## src/rtl/adsr_envelope.sv

```systemverilog
// ADSR amplitude envelope: gate-driven attack/decay/sustain/release stepped on a programmable
// tick, scaling an unsigned 8-bit sample about the 128 mid-rail level.
module adsr_envelope #(
  parameter int unsigned prescale_width = 16
) (
  input  logic                      clk,
  input  logic                      reset,
  input  logic [7:0]                sample_in,
  input  logic                      gate,
  input  logic [prescale_width-1:0] tick_divider,
  input  logic [7:0]                attack_rate,
  input  logic [7:0]                decay_rate,
  input  logic [7:0]                sustain_level,
  input  logic [7:0]                release_rate,
  output logic [7:0]                sample_out,
  output logic [7:0]                envelope,
  output logic [2:0]                env_state,
  output logic                      active
);

  typedef enum logic [2:0] {
    StIdle    = 3'd0,
    StAttack  = 3'd1,
    StDecay   = 3'd2,
    StSustain = 3'd3,
    StRelease = 3'd4
  } state_e;

  state_e                    state_q, state_d;
  logic [prescale_width-1:0] cnt_q, cnt_d;
  logic                      gate_q;
  logic [7:0]                env_q, env_d;
  logic [7:0]                sample_out_q, sample_out_d;
  logic                      tick, rise, fall;
  logic [8:0]                env9, sus9, attack_step, decay_step, release_step;
  logic [8:0]                attack_sum, decay_diff, release_diff;
  logic signed [8:0]         centred;
  logic signed [15:0]        product;

  function automatic logic [8:0] step_of(logic [7:0] rate);
    return (rate == 8'd0) ? 9'd255 : {1'b0, rate};
  endfunction

  // Counter past a lowered divider keeps counting and wraps through its full width.
  assign tick  = (cnt_q == tick_divider);
  assign cnt_d = tick ? '0 : cnt_q + prescale_width'(1);

  assign rise = gate & ~gate_q;
  assign fall = ~gate & gate_q;

  assign env9         = {1'b0, env_q};
  assign sus9         = {1'b0, sustain_level};
  assign attack_step  = step_of(attack_rate);
  assign decay_step   = step_of(decay_rate);
  assign release_step = step_of(release_rate);
  assign attack_sum   = env9 + attack_step;
  assign decay_diff   = env9 - decay_step;
  assign release_diff = env9 - release_step;

  always_ff @(posedge clk) begin
    if (reset) begin
      state_q <= StIdle;
    end else begin
      state_q <= state_d;
    end
  end

  // Gate edges win over a coincident tick: the state moves and the envelope holds.
  always_comb begin
    state_d = state_q;
    env_d   = env_q;
    if (rise || fall) begin
      if (rise && (state_q == StIdle || state_q == StRelease)) begin
        state_d = StAttack;
      end else if (fall && (state_q inside {StAttack, StDecay, StSustain})) begin
        state_d = StRelease;
      end
    end else if (tick) begin
      unique case (state_q)
        StIdle: env_d = '0;
        StAttack: begin
          if (attack_sum >= 9'd255) begin
            env_d   = 8'd255;
            state_d = StDecay;
          end else begin
            env_d = attack_sum[7:0];
          end
        end
        StDecay: begin
          if ((env9 <= sus9 + decay_step) || (sus9 >= env9)) begin
            env_d   = sustain_level;
            state_d = StSustain;
          end else begin
            env_d = decay_diff[7:0];
          end
        end
        StSustain: env_d = sustain_level;
        StRelease: begin
          if (env9 <= release_step) begin
            env_d   = '0;
            state_d = StIdle;
          end else begin
            env_d = release_diff[7:0];
          end
        end
        default: begin
          env_d   = '0;
          state_d = StIdle;
        end
      endcase
    end
  end

  // Product spans -32640..32385, so 16 signed bits suffice and the shifted result fits 8.
  assign centred      = $signed({1'b0, sample_in} - 9'd128);
  assign product      = centred * $signed({1'b0, env_q});
  assign sample_out_d = 8'(product >>> 8) + 8'd128;

  always_ff @(posedge clk) begin
    if (reset) begin
      cnt_q        <= '0;
      gate_q       <= 1'b0;
      env_q        <= '0;
      sample_out_q <= 8'd128;
    end else begin
      cnt_q        <= cnt_d;
      gate_q       <= gate;
      env_q        <= env_d;
      sample_out_q <= sample_out_d;
    end
  end

  always_comb begin
    env_state  = state_q;
    active     = (state_q != StIdle);
    envelope   = env_q;
    sample_out = sample_out_q;
  end

endmodule

```

## config.mk

```make
export PLATFORM = sky130hd
export DESIGN_NAME = adsr_envelope
export DESIGN_NICKNAME = d
export VERILOG_FILES = /design/src/rtl/adsr_envelope.sv
export SDC_FILE = /design/constraint.sdc
export NUM_CORES = 1
export LEC_CHECK = 0
export ABC_AREA = 1
export BUFFER_PORTS_ARGS = -buffer_cell sky130_fd_sc_hd__buf_2
export CAP_MARGIN = 20
export CORE_MARGIN = 1
export CORE_UTILIZATION = 50
export CTS_BUF_LIST = sky130_fd_sc_hd__clkbuf_8
export DETAILED_ROUTE_END_ITERATION = 12
export GPL_TIMING_DRIVEN = 0
export PLACE_DENSITY = 0.69
export SETUP_SLACK_MARGIN = 0.15
export SLEW_MARGIN = 5
export SYNTH_ARGS = -nofsm -noshare
export SYNTH_HDL_FRONTEND = slang
export SYNTH_SLANG_ARGS = --single-unit
```

## constraint.sdc

```tcl
create_clock -name clk -period 6.1 [get_ports clk]
set_input_delay 1.22 -clock clk [delete_from_list [all_inputs] [get_ports clk]]
set_output_delay 1.22 -clock clk [all_outputs]
set_load 0.02 [all_outputs]
```

==> results of run 1 <==
==> cell type report <==
cell class / count / area, µm²
fill: 1244 / 5180
multi-input combinational: 659 / 4700
inverter: 220 / 826
sequential: 36 / 721
timing repair buffer: 72 / 360
tap: 168 / 210
buffer: 19 / 83.8
clock buffer: 5 / 68.8
clock inverter: 3 / 18.8
==> worst register-to-register path: stages, from the launching register on <==
cell and delay, ns:
dfxtp_1 0.59, clkbuf_1 0.44, inv_1 0.12, nor2_1 0.29, inv_1 0.11, fa_1 0.60, inv_1 0.12, fa_1 0.55
inv_1 0.05, fa_1 0.53, inv_1 0.06, fa_1 0.47, ha_1 0.35, nand2_1 0.09, nor2_1 0.12, or3b_1 0.38
a21oi_1 0.14, nor2_1 0.06
==> power groups by stage <==
stage | combinational [mW] | clock [mW] | sequential, mW
2_1_floorplan | 0.134 | 0 | 0.252
3_3_place_gp | 0.194 | 0 | 0.250
3_5_place_dp | 0.197 | 0 | 0.250
4_1_cts | 0.198 | 0.181 | 0.245
5_1_grt | 0.227 | 0.189 | 0.246
6_report | 0.198 | 0.176 | 0.244
==> worst min-delay path by stage <==
| stage | depth (start not counted) | start | slack (ns) | endpoint |
|---|---|---|---|---|
| 2_1_floorplan | 1 | cnt_q[0] | 0.44 | cnt_q[0] |
| 3_3_place_gp | 1 | cnt_q[0] | 0.47 | cnt_q[0] |
| 3_5_place_dp | 1 | cnt_q[0] | 0.47 | cnt_q[0] |
| 4_1_cts | 1 | cnt_q[0] | 0.49 | cnt_q[0] |
| 5_1_grt | 1 | cnt_q[0] | 0.50 | cnt_q[0] |
| 6_report | 1 | cnt_q[0] | 0.48 | cnt_q[0] |
==> state kept, by name, indices dropped and copies added (netlist names) <==
register,flops
gate_q,1
cnt_q,16
env_state,3
sample_out,8
envelope,8
==> layer usage <==
layer | track usage, % | up-vias
met5 | 0 | -
met4 | 4.42 | 0
met3 | 3.02 | 19
met2 | 40.8 | 112
met1 | 31.6 | 2691
li1 | - | 3026
==> synth_stat cells <==
cell	count	area [µm²]
nor2_1	54	203
a21oi_1	66	330
nor3_1	8	40.0
o21ai_0	17	85.1
nand2_4	1	11.3
nor2_2	7	43.8
nor3b_1	3	22.5
xor2_1	15	131
buf_6	1	11.3
xnor2_1	31	272
o22ai_1	4	25.0
nand3_1	44	220
nor4_2	1	12.5
nand2_2	1	6.26
a31oi_1	2	12.5
or4_1	2	15.0
buf_2	4	20.0
clkbuf_1	14	52.6
inv_2	2	7.51
a21oi_4	1	16.3
ha_1	78	976
or2_2	2	12.5
o21bai_1	3	22.5
o21a_1	2	15.0
nand3b_1	3	22.5
nand3_2	5	50.1
nor3b_2	1	12.5
or3b_1	1	8.76
nand2_1	227	852
o21ai_2	1	8.76
dfxtp_1	36	721
o31ai_1	1	7.51
fa_1	55	1100
a21o_1	1	7.51
nor3_2	4	40.0
nand4_1	14	87.6
o211ai_1	2	15.0
o21ai_1	2	10.0
inv_1	218	818
==> cell families after synthesis <==
family | synth area share [%]
adder cells (fa/ha/maj) | 32.8
AO/OA/AOI/OAI | 8.78
flip-flops | 11.4
AND/OR/NAND/NOR | 26.2
XOR/XNOR | 6.37
buffers and inverters | 14.4
==> metrics by stage <==
step / instances / setup slack, ns / power, mW / instance area [µm²]
floorplan: 934 / 1.11 / 0.387 / 6330
global placement: 1174 / 0.718 / 0.444 / 6900
detailed placement: 1174 / 0.712 / 0.447 / 6900
CTS: 1182 / 0.907 / 0.623 / 6980
global route: 1182 / 0.632 / 0.663 / 6980
finish: 1182 / 0.946 / 0.618 / 6980
==> flow_metrics.tcl, run 1 <==
set metrics [dict create \
    die-height_um 114 \
    num_rows 40 \
    ys_warn_count 0 \
    cts_tree "built" \
    nets 1205 \
    gr-total-overflow 0 \
    crit_path_end "sample_out[6]" \
    drc 0 \
    power_density_mw_per_mm2 88.5 \
    rsz0062_at_grt "no" \
    wl_per_cell_um 12.1 \
    critPathSlowestCell "fa_1" \
    dr.pass1.iters 5 \
    finalSetupTns_ns 0 \
    drive_gt1_share_pct 10.9 \
    wirelength_um 14300 \
    dp.final_hpwl_um 12000 \
    syn_avg_cell_area_um2 6.77 \
    setup_viol 0 \
    status "complete, no violations" \
    antenna_found_initial 0 \
    arrival_ns 5.36 \
    critPathMaxStageDelay_ns 0.60 \
    fin_crit_sh_pct 84.5 \
    clk_pin_slew_worst_paths_ns 0.09 \
    ir_drop_v 0.0000609 \
    post_cts_resized 0 \
    crit_family "adder cells" \
    htree_num_levels 2 \
    vias 5848 \
    cp-startpoint "envelope[3]" \
    hold_buffers 0 \
    reg2reg_depth 17 \
    synth.yosys.seq_area_share_pct 11.4 \
    syn_area_mm2 0.00633 \
    cts_setup_buffers 0 \
    seq_power_share_pct 39.5 \
    clock_latency_ns 0.30 \
    rr_startpoint "envelope[3]" \
    required_ns 6.31 \
    max_freq_mhz 194 \
    clock-skew-final_ns 0.0158 \
    io_pins 79 \
    final_util_pct 57.4 \
    tightest_slew_ns 0.651 \
    pwr-share-comb_pct 32.0 \
    crit_buf_inv 6 \
    first_iter_violations 360 \
    wl_met3_um 637 \
    reg2reg_to "sample_out[6]" \
    switching_power_uw 222 \
    syn_nets 1126 \
    hold_class "flip-flop to flip-flop" \
    initial_core_util_pct 52.0 \
    r2r_slack_ns 0.95 \
    cts.path.max_buffers 2 \
    ant_nets 0 \
    hold_viol 0 \
    top_layer_used "met4" \
    intPower_uw 396 \
    final_max_slew_viol_count 0 \
    p_sw_share_pct 35.9 \
    place.gp.congestion 0.887 \
    io_buffers 72 \
    root_buffer "clkbuf_8" \
    cts_buffers 5 \
    grt_max_degree 13 \
    relSlewSlack_pct 56.4 \
    area_growth_syn_to_layout_pct 10.4 \
    met1_length_um 6870 \
    antenna_cells 0 \
    cp-start-kind "flip-flop" \
    endpoint_kind "flip-flop" \
    synth_cells 934 \
    ys_ff_latch 36 \
    clock-sinks 36 \
    critical_path.cell_chain "clkbuf_1, inv_1, nor2_1, inv_1, fa_1, inv_1, fa_1, inv_1, fa_1, inv_1, fa_1, ha_1, nand2_1, nor2_1, or3b_1, a21oi_1, nor2_1" \
    fp.dieW_um 114 \
    die_area_mm2 0.0131 \
    clkPwrFrac_pct 28.4 \
    worst-path-max-fanout 9 \
    grt_pass1_wl_um 24700 \
    maxCapViolations 0 \
    wl_met2_um 6640 \
    grt_pass1_vias 5470 \
    final_common_cell "nand2_1" \
    via_per_inst 4.95 \
    critPathKind "flip-flop to flip-flop" \
    min_period_ns 5.15 \
    synth_cell_type_count 39 \
    grtUsageTotal_pct 23.6 \
    whs_ns 0.478 \
    final_cell_mix "nand2_1, inv_1, ha_1" \
    core_mm2 0.0122 \
    cp.depth 17 \
    crit_top_cell "inv_1" \
    p_leak_nw 3.89 \
]
Note: power is estimated with default switching activity, not from simulation.
==> inputs of run 2 (changes only) <==
==> constraint.sdc (replaced) <==
create_clock -name clk -period 5.1 [get_ports clk]
set_input_delay 1.02 -clock clk [delete_from_list [all_inputs] [get_ports clk]]
set_output_delay 1.02 -clock clk [all_outputs]
set_load 0.02 [all_outputs]
==> flow_metrics.tcl, run 2 (same netlist as run 1, synthesis figures left out) <==
set metrics [dict create \
    status "complete, no violations" \
    switching_power_uw 266 \
    hold_class "flip-flop to flip-flop" \
    cp-start-kind "input pin" \
    num_rows 40 \
    crit_family "adder cells" \
    required_ns 5.30 \
    io_buffers 72 \
    die-height_um 114 \
    cts_buffers 5 \
    grt_pass1_vias 5464 \
    dr.pass1.iters 5 \
    final_cell_mix "nand2_1, inv_1, ha_1" \
    p_sw_share_pct 35.9 \
    vias 5828 \
    maxCapViolations 0 \
    place.gp.congestion 0.887 \
    clock-sinks 36 \
    hold_viol 0 \
    power_density_mw_per_mm2 106 \
    pwr-share-comb_pct 32.1 \
    area_growth_syn_to_layout_pct 10.9 \
    grt_max_degree 13 \
    dp_cells 1174 \
    initial_core_util_pct 52.0 \
    critical_path.cell_chain "buf_2, nor2_4, inv_1, fa_1, inv_1, fa_1, inv_1, fa_1, inv_1, fa_1, ha_1, nand2_1, nor2_1, or3b_1, a21oi_1, nor2_1" \
    antenna_cells 0 \
    largest_register "cnt_q" \
    wl_per_cell_um 12.1 \
    cts.path.max_buffers 2 \
    min_period_ns 4.73 \
    fp.dieW_um 114 \
    clkPwrFrac_pct 28.4 \
    relSlewSlack_pct 55.7 \
    finalSetupTns_ns 0 \
    rsz0062_at_grt "yes" \
    clock-skew-final_ns 0.0145 \
    gr-total-overflow 0 \
    ir_drop_v 0.0000710 \
    wirelength_um 14400 \
    critPathMaxStageDelay_ns 0.59 \
    grtUsageTotal_pct 23.6 \
    worst-path-max-fanout 7 \
    fin_cells 1182 \
    largest_reg_flops 16 \
    fillers 1245 \
    seq_power_share_pct 39.5 \
    clk_pin_slew_worst_paths_ns 0.09 \
    critPathSlowestCell "fa_1" \
    setup_viol 0 \
    htree_num_levels 2 \
    fin_crit_sh_pct 92.7 \
    io_pins 79 \
    hold_buffers 0 \
    clock_latency_ns 0.30 \
    drive_gt1_share_pct 12.3 \
    dp.final_hpwl_um 12000 \
    via_per_inst 4.93 \
    cts_tree "built" \
    intPower_uw 474 \
    first_iter_violations 314 \
    tightest_slew_ns 0.660 \
    endpoint_kind "flip-flop" \
    grt_pass1_wl_um 24700 \
    arrival_ns 4.93 \
    crit_buf_inv 5 \
    p_leak_nw 3.91 \
    ant_nets 0 \
    final_max_slew_viol_count 0 \
    root_buffer "clkbuf_8" \
    drc 0 \
    critPathKind "input pin to flip-flop" \
    max_freq_mhz 211 \
    die_area_mm2 0.0131 \
    nets 1205 \
    core_mm2 0.0122 \
    antenna_found_initial 0 \
    final_common_cell "nand2_1" \
]
run 2: cell types whose count changed in the layout (fill, tap and decap cells not counted), sizes merged:
cell | previous run | this run
buf | 77 | 78
clkbuf | 19 | 18
run 2: power by group through the flow:
stage	Combinational, mW	Clock, mW	Sequential [mW]
2_1_floorplan	0.161	0	0.302
3_3_place_gp	0.232	0	0.299
3_5_place_dp	0.235	0	0.299
4_1_cts	0.237	0.216	0.292
5_1_grt	0.273	0.227	0.294
6_report	0.238	0.210	0.292
run 2: worst register-to-register path, delay by kind of cell (launching register included):
| kind | cells | cell delay, ns |
|---|---|---|
| flops | 1 | 0.46 |
| compound gates | 1 | 0.14 |
| fa+ha+maj | 5 | 2.49 |
| simple gates | 5 | 0.80 |
| buf+inv | 6 | 0.74 |
run 2: timing repair:
item	in CTS	in global routing
gates resized for setup	3	17
setup buffers	0	0
endpoints found under the setup margin	3	7
pin swaps	0	0
run 2: worst paths after layout:
check	from	endpoint	cells past startpoint	slack [ns]
hold reg to reg	cnt_q[0]	cnt_q[0]	1	0.48
setup / recovery	sample_in[7]	sample_out[6]	16	0.37
setup reg to reg	envelope[3]	sample_out[6]	17	0.39
hold / removal	cnt_q[0]	cnt_q[0]	1	0.48
run 2: layout make-up:
class                           instances  area, µm²  share of cell area [%]
Buffer                                 19       91.3                    1.30
Tap cell                              168        210                    3.00
Sequential cell                        36        724                    10.3
Inverter                              220        826                    11.8
Timing Repair Buffer                   72        360                    5.14
Multi-Input combinational cell        659       4710                    67.2
Clock buffer                            5       68.8                   0.981
Clock inverter                          3       18.8                   0.268
run 2: layer usage:
metal	global-route usage [%]	part of all wire, %
met2	40.8	46
met1	31.6	48
met5	0	0
met4	4.50	1.4
met3	3.02	4.4
run 2: per-stage QoR:
step	hold slack, ns	util, %	setup WS, ns	area (µm²)	total power [mW]
2_1_floorplan	0.440	-	0.310	6330	0.462
3_3_place_gp	0.467	56.7	-0.0825	6900	0.531
3_5_place_dp	0.470	56.7	-0.0885	6900	0.535
4_1_cts	0.487	57.5	0.202	6990	0.745
5_1_grt	0.500	57.7	0.0966	7010	0.793
6_report	0.478	57.7	0.371	7010	0.740
